==> config.mk <==
export PLATFORM = sky130hd
export DESIGN_NAME = input_handshake
export DESIGN_NICKNAME = d
export VERILOG_FILES = /design/src/rtl/input_handshake.sv
export SDC_FILE = /design/constraint.sdc
export NUM_CORES = 1
export LEC_CHECK = 0
export CORE_UTILIZATION = 49
export DETAILED_ROUTE_END_ITERATION = 16
export PLACE_DENSITY_LB_ADDON = 0.3
export SLEW_MARGIN = 20
export SYNTH_ARGS = -nofsm -noshare
export SYNTH_HDL_FRONTEND = slang
export SYNTH_SLANG_ARGS = --single-unit
==> constraint.sdc <==
create_clock -name clock -period 2.3 [get_ports clock]
set_input_delay 0.23 -clock clock [delete_from_list [all_inputs] [get_ports clock]]
set_output_delay 0.23 -clock clock [all_outputs]
set_load 0.02 [all_outputs]
==> src/rtl/input_handshake.sv <==
// Operator-input handshake: halts the CPU clock on an input request, waits
// for a debounced confirm press/release, latches the switches, then resumes.
module input_handshake #(
  parameter int DATA_WIDTH      = 18,
  parameter int DEBOUNCE_CYCLES = 250000
) (
  input  logic                  clock,
  input  logic                  reset,
  input  logic                  inp_req,
  input  logic [DATA_WIDTH-1:0] sw,
  input  logic                  key_n,
  output logic                  halt,
  output logic [DATA_WIDTH-1:0] data_out,
  output logic                  data_valid,
  output logic                  busy
);

  localparam int CNT_W = (DEBOUNCE_CYCLES > 1) ? $clog2(DEBOUNCE_CYCLES) : 1;
  localparam logic [CNT_W-1:0] CNT_LAST = CNT_W'(DEBOUNCE_CYCLES - 1);

  typedef enum logic [1:0] {
    IDLE         = 2'd0,
    WAIT_PRESS   = 2'd1,
    WAIT_RELEASE = 2'd2,
    DONE         = 2'd3
  } state_t;

  state_t           state;
  state_t           state_next;
  logic             key_meta;
  logic             key_s;
  logic             key_db;
  logic [CNT_W-1:0] db_cnt;
  logic             db_flip;
  logic             press_ev;
  logic             release_ev;
  logic             latch_en;
  logic             valid_next;

  // Two-flop synchronizer for the asynchronous button; idles released (1).
  always_ff @(posedge clock) begin
    if (reset) begin
      key_meta <= 1'b1;
      key_s    <= 1'b1;
    end else begin
      key_meta <= key_n;
      key_s    <= key_meta;
    end
  end

  // The debounced level flips on the edge that completes a run of
  // DEBOUNCE_CYCLES consecutive differing samples; the strobes mark that edge
  // so the FSM acts in the same cycle key_db changes.
  assign db_flip    = (key_s != key_db) && (db_cnt == CNT_LAST);
  assign press_ev   = db_flip &  key_db;
  assign release_ev = db_flip & ~key_db;

  // Debounce counter and debounced key level.
  always_ff @(posedge clock) begin
    if (reset) begin
      key_db <= 1'b1;
      db_cnt <= '0;
    end else if (key_s == key_db) begin
      db_cnt <= '0;
    end else if (db_flip) begin
      key_db <= key_s;
      db_cnt <= '0;
    end else begin
      db_cnt <= db_cnt + 1'b1;
    end
  end

  // Next-state logic; inp_req is ignored once the handshake has started
  // because the halted CPU cannot legitimately withdraw it.
  always_comb begin
    state_next = state;
    latch_en   = 1'b0;
    valid_next = 1'b0;
    case (state)
      IDLE: begin
        if (inp_req) state_next = WAIT_PRESS;
      end
      WAIT_PRESS: begin
        if (press_ev) begin
          latch_en   = 1'b1;
          state_next = WAIT_RELEASE;
        end
      end
      WAIT_RELEASE: begin
        if (release_ev) begin
          valid_next = 1'b1;
          state_next = DONE;
        end
      end
      DONE: begin
        // Stay until the request drops so a lingering inp_req cannot re-arm.
        if (!inp_req) state_next = IDLE;
      end
      default: state_next = IDLE;
    endcase
  end

  // State register and registered outputs derived from the next state.
  always_ff @(posedge clock) begin
    if (reset) begin
      state      <= IDLE;
      halt       <= 1'b0;
      busy       <= 1'b0;
      data_valid <= 1'b0;
      data_out   <= '0;
    end else begin
      state      <= state_next;
      halt       <= (state_next == WAIT_PRESS) || (state_next == WAIT_RELEASE);
      busy       <= (state_next != IDLE);
      data_valid <= valid_next;
      if (latch_en) data_out <= sw;
    end
  end

endmodule
; After elaboration in Yosys (flattened, before gate mapping)
; Index checks and enable logic that the tools add are counted.
[classes]
add_sub_neg = 1
n_eq_ne = 8
mux = 8
n_bitwise = 5
reduce_logical = 7
[ops]
columns = operator, count
row1 = "18-bit by 1-bit adder with 18-bit output, second input constant", 1
row2 = "18-bit equality test, second input constant", 1
row3 = 2-bit two-way mux, 4
row4 = 2-bit case mux with 4 select lines, 1
row5 = "2-bit equality test, second input constant", 3
row6 = "2-bit by 1-bit equality test with 1-bit output, second input constant", 2
row7 = 1-bit two-way mux, 3
row8 = 1-bit NOT, 3
row9 = 3-bit OR reduction, 1
row10 = 1-bit bitwise AND, 2
row11 = 2-bit zero test, 1
row12 = 2-bit AND reduction, 1
row13 = 2-bit nonzero test, 1
row14 = 2-bit OR reduction, 1
row15 = 1-bit equality test, 1
row16 = 1-bit logical AND, 1
row17 = 1-bit logical OR, 1
row18 = 1-bit inequality test, 1
[word_totals]
register_bits = 44
output_inout_bits = 21
wordCells = 38

; Longest topological paths before layout
[logic_depth]
depth_word = 7
ltp_mapped = 9
ltp_nobuf = 7

; Worst setup path after synthesis
; Ideal clock, no wire load.
[synth_timing]
path_kind = register to register
startpoint = register db_cnt[0]
endpoint = register halt
setup_time_ns = 0.128
arrival_time_ns = 1.883
path_slack_ns = 0.289
stages_incl_launch_ff = 10
n_path_buf = 2
synth_period_minus_slack_ns = 2.011
cell_sequence = dfxtp_1 ha_1 and3_1 and4_1 buf_2 buf_6 nand3_1 a21o_1 ha_1 nor2b_1
[synth_between]
elab_chain_len = 7
[synth_lines]
columns = item, line
row1 = start: declaration, 33  ; logic [CNT_W-1:0] db_cnt;
row2 = start signal: assignment, 69  ; db_cnt <= db_cnt + 1'b1;
row3 = 18-bit equality test (*), 54  ; assign db_flip = (key_s != key_db) && (db_cnt == CNT_LAST);
row4 = 1-bit logical AND (*), 54
row5 = 1-bit bitwise AND (on tied branches), "56, 55"
row6 = 2-bit two-way mux (on tied branches), "90, 84"
row7 = 2-bit case mux with 4 select lines (*), 79  ; case (state)
row8 = 2-bit by 1-bit equality test with 1-bit output / 2-bit equality test (equally long branches), 113  ; halt <= (state_next == WAIT_PRESS) || (state_next == WAIT_RELEASE);
row9 = 1-bit logical OR (*), 113
row10 = end signal: assignment, 113
row11 = end: declaration, 12  ; output logic halt,
; Every way passes the cells marked *; elsewhere a longest branch is shown, timed or not.
; A chain may end at the register's enable or synchronous reset.

; Worst setup path in the final report
[layout_timing]
startpoint = register db_cnt[8]
endpoint = register halt
; Same word-level chain as after synthesis.

==> metrics.md <==
| Metric | Value |
|---|---|
| Path type of the worst min-delay path | `register to register` |
| Detailed-routing iteration count for the pre-antenna-repair pass | `4` |
| Number of vias per cell after detailed routing | `between 5 and 6` |
| Fraction of the cycle the final worst path needs | `90.4%` |
| Share of post-route cells with drive strength above 1 | `7.91%` |
| DIE HEIGHT | `roughly 64 microns` |
| Final Wtd Congestion | `just over 0.8` |
| Number of nets with antenna violations after routing | `0` |
| Hold Crit Endpoint | `key_s` |
| Worst VDD drop | `between 0.0003 and 0.0004 V` |
| Standard cell core area | `around 3700 sq um` |
| Worst clock skew | `0.00700 ns` |
| Number of cells upsized or downsized after cts | `0` |
| Std cell rows | `22` |
| Buffers on Ports | `between 40 and 50` |
| DIE WIDTH | `between 60 and 70 microns` |
| Sum of overflow across all layers after global routing | `0` |
| Cell count after synthesis | `214` |
| Final setup viols | `0` |
| Number of H-tree levels | `2` |
| Placed Cells incl. Taps | `roughly 300` |
| Final design utilization | `between 60% and 70%` |
| First-pass GRT wire length | `around 6500 microns` |
| Root Buffer | `clkbuf_8` |
| Final sum of negative setup slack | `0 ns` |
| Largest stage delay on the critical path | `approximately 0.46 ns` |
| Total detailed-routing wirelength | `4030 microns` |
| Design Area, Final | `2430 sq um` |
| Crit Path Class | `register to register` |
| HPWL after detailed placement | `between 2000 and 3000 microns` |
| Sequential element share of the synthesized area | `roughly 47%` |
| Cells along the critical path | `nor4b_1 > and4_1 > nand3_1 > a21o_1 > ha_1 > nor2b_1` |
| Clk sink count | `44` |
| Startpoint of the lowest-slack hold path | `key_meta` |
| Via total after detailed routing | `about 1,700` |
| Nets in the synthesized netlist | `around 240` |
| Critical Path Source Type | `register` |
| Most common cell after layout, fill and taps aside | `dfxtp_1` |
| Clock buffer count from CTS | `5` |
| Avg Inst Size Synth | `around 8.8 sq um` |
| Clock-pin transition on the worst setup and hold timing paths | `~0.070 ns` |
| Via count of the first global-routing pass | `about 1,500` |
| #FFs+latches synth | `between 40 and 50` |
| Leading cell types in the layout, fill and taps excluded | `dfxtp_1, clkdlybuf4s50_1, nand4_1, nor2_1, a21oi_1` |
| Iter 0 DRT Violations | `~160` |
| Area growth syn-to-layout | `28.5%` |
| Effective utilization at floorplan | `roughly 51%` |
| Die outline area | `4110 sq um` |
| Fmax | `slightly below 500 MHz` |
| Final hold viol count | `0` |
| Number of cells on the worst reg-to-reg path | `6` |
| Outcome | `completed` |
| Placed cell area | `2350 sq um` |
| Nets | `~280` |
| Multi-input gate area in the final layout | `925 sq um` |
| Power Dens Cells | `between 500 and 600 nW/um^2` |
| Count of boundary I/O pins | `43` |
| GRT Overall Usage | `20.9%` |
| Type of destination of the critical path | `register` |
| Diode count | `0` |
| Netlist Area Pre-Place | `about 1900 sq um` |
| Worst hold stages | `1` |
| Count of warnings emitted by yosys | `0` |
| Residual DRC count | `0` |
| Headroom to the max-slew limit | `a little over two thirds` |
| Routed WL per cell | `between 10 and 15 microns` |
| Highest net fanout along the worst path | `7` |
| Sequential cell area | `881 sq um` |
| Setup slack on the worst flop-to-flop path | `about 0.22 ns` |
| CP arrival | `approximately 2.3 ns` |
| R2r endpoint | `halt` |
| Filler instances | `roughly 320` |
| Number of buffers inserted by post-CTS setup repair | `0` |
| Cell leakage power | `about 0.00077 uW` |
| Required arrival time at the worst endpoint | `around 2.5 ns` |
| Max Cap Viol | `0` |
| Clock latency on the worst-skew pair | `about 0.29 ns` |
| TritonCTS clock tree | `yes` |
| Clk buf depth | `2` |
| Cts-stage hold buffer count | `0` |
| Worst slew pin tran | `0.433 ns` |
| Initial antenna violation count | `0` |
| Number of max-slew violations in the final report | `0` |
| Cell with the largest stage delay on the worst path | `nor4b_1` |
| Clock period minus worst slack | `2.08 ns` |
| Post-Layout Cell Count | `approximately 300` |
| Netlist cell types | `37` |
| Origin of the critical flop-to-flop path | `db_cnt[8]` |
| Maximum number of pins on one net before global-route repair | `28` |
| Unrepaired setup endpoints after global routing | `false` |
metal layers:
layer / wire (microns) / share of wire, % / vias to the layer above / GRT usage [%]
met5: 0 / 0 / - / 0
met4: 65 / 1.6 / 0 / 10.0
met3: 257 / 6.4 / 5 / 6.61
met2: 1880 / 47 / 51 / 34.8
met1: 1830 / 45 / 768 / 24.2
li1: - / - / 846 / -
synthesized netlist by cell type:
| master | n | area share (%) |
|---|---|---|
| dfxtp_1 | 44 | 47 |
| nand4_1 | 22 | 7.3 |
| nor2_1 | 21 | 4.2 |
| a21oi_1 | 19 | 5.0 |
| o21ai_0 | 18 | 4.8 |
| xnor2_1 | 12 | 5.6 |
| nand3_1 | 9 | 2.4 |
| clkbuf_1 | 8 | 1.6 |
| nand2_1 | 6 | 1.2 |
| nor4_1 | 6 | 2.0 |
| buf_2 | 5 | 1.3 |
| inv_1 | 4 | 0.79 |
| nor3_1 | 4 | 1.1 |
| xor2_1 | 4 | 1.9 |
| and2_1 | 2 | 0.66 |
| and3_1 | 2 | 0.66 |
| and4_1 | 2 | 0.93 |
| buf_6 | 2 | 1.2 |
| ha_1 | 2 | 1.3 |
| nand2b_1 | 2 | 0.66 |
| nor4b_1 | 2 | 0.93 |
| o21ai_1 | 2 | 0.53 |
| or2_2 | 2 | 0.66 |
| a211o_1 | 1 | 0.46 |
| a211oi_1 | 1 | 0.40 |
| a211oi_2 | 1 | 0.66 |
| a21boi_1 | 1 | 0.40 |
| a21o_1 | 1 | 0.40 |
| a311o_1 | 1 | 0.53 |
| buf_1 | 1 | 0.20 |
| clkbuf_2 | 1 | 0.26 |
| nand4_2 | 1 | 0.66 |
| nand4_4 | 1 | 1.1 |
| nor2b_1 | 1 | 0.33 |
| nor4bb_1 | 1 | 0.53 |
| o21a_1 | 1 | 0.40 |
| or4_4 | 1 | 0.60 |
per-stage QoR:
stage | worst slack, ns | hold WS (ns) | total power (uW)
CTS | 0.225 | 0.413 | 1310
detailed placement | 0.243 | 0.396 | 859
finish | 0.220 | 0.411 | 1290
floorplan | 0.289 | 0.334 | 811
global route | 0.0101 | 0.422 | 1330
global placement | 0.286 | 0.392 | 860
power by group:
part	total, uW	switching [uW]	internal [uW]
clock network	444	237	206
logic	70.7	26.1	44.7
registers	771	4.03	767
how the worst max path moves through the flow:
stage,slack (ns),depth (start not counted),from,endpoint
after floorplan,0.29,9,db_cnt[0],halt
after global placement,0.29,7,db_cnt[0],halt
after detailed placement,0.24,6,db_cnt[5],halt
after CTS,0.22,6,db_cnt[5],halt
after global routing,0.01,6,db_cnt[8],halt
final,0.22,6,db_cnt[8],halt
final cells by class:
cell class / count / share of cell area, %
Clock buffer: 6 / 2.99
Inverter: 4 / 0.618
Sequential cell: 44 / 36.2
Timing Repair Buffer: 49 / 19.5
Multi-Input combinational cell: 149 / 38.0
Tap cell: 48 / 2.47
Clock inverter: 1 / 0.206
cells by family after synthesis:
kind of cell | synth area share [%]
compound gates | 13.6
xor+xnor | 7.41
fa+ha+maj | 1.32
buf+inv | 5.36
flops | 46.6
simple gates | 25.8
state kept, by name, indices dropped and copies added, names as in the netlist:
register,cells
halt,1
key_db,1
key_meta,1
key_s,1
db_cnt,18
state,2
data_out,18
data_valid,1
busy,1
critical path, delay by kind of cell, from the launching register on:
kind | cells | cell delay (ns)
flip-flops | 1 | 0.37
AND/OR/NAND/NOR | 4 | 1.14
adder cells (fa/ha/maj) | 1 | 0.27
AO/OA/AOI/OAI | 1 | 0.18
Power figures use the tool's default switching activity.
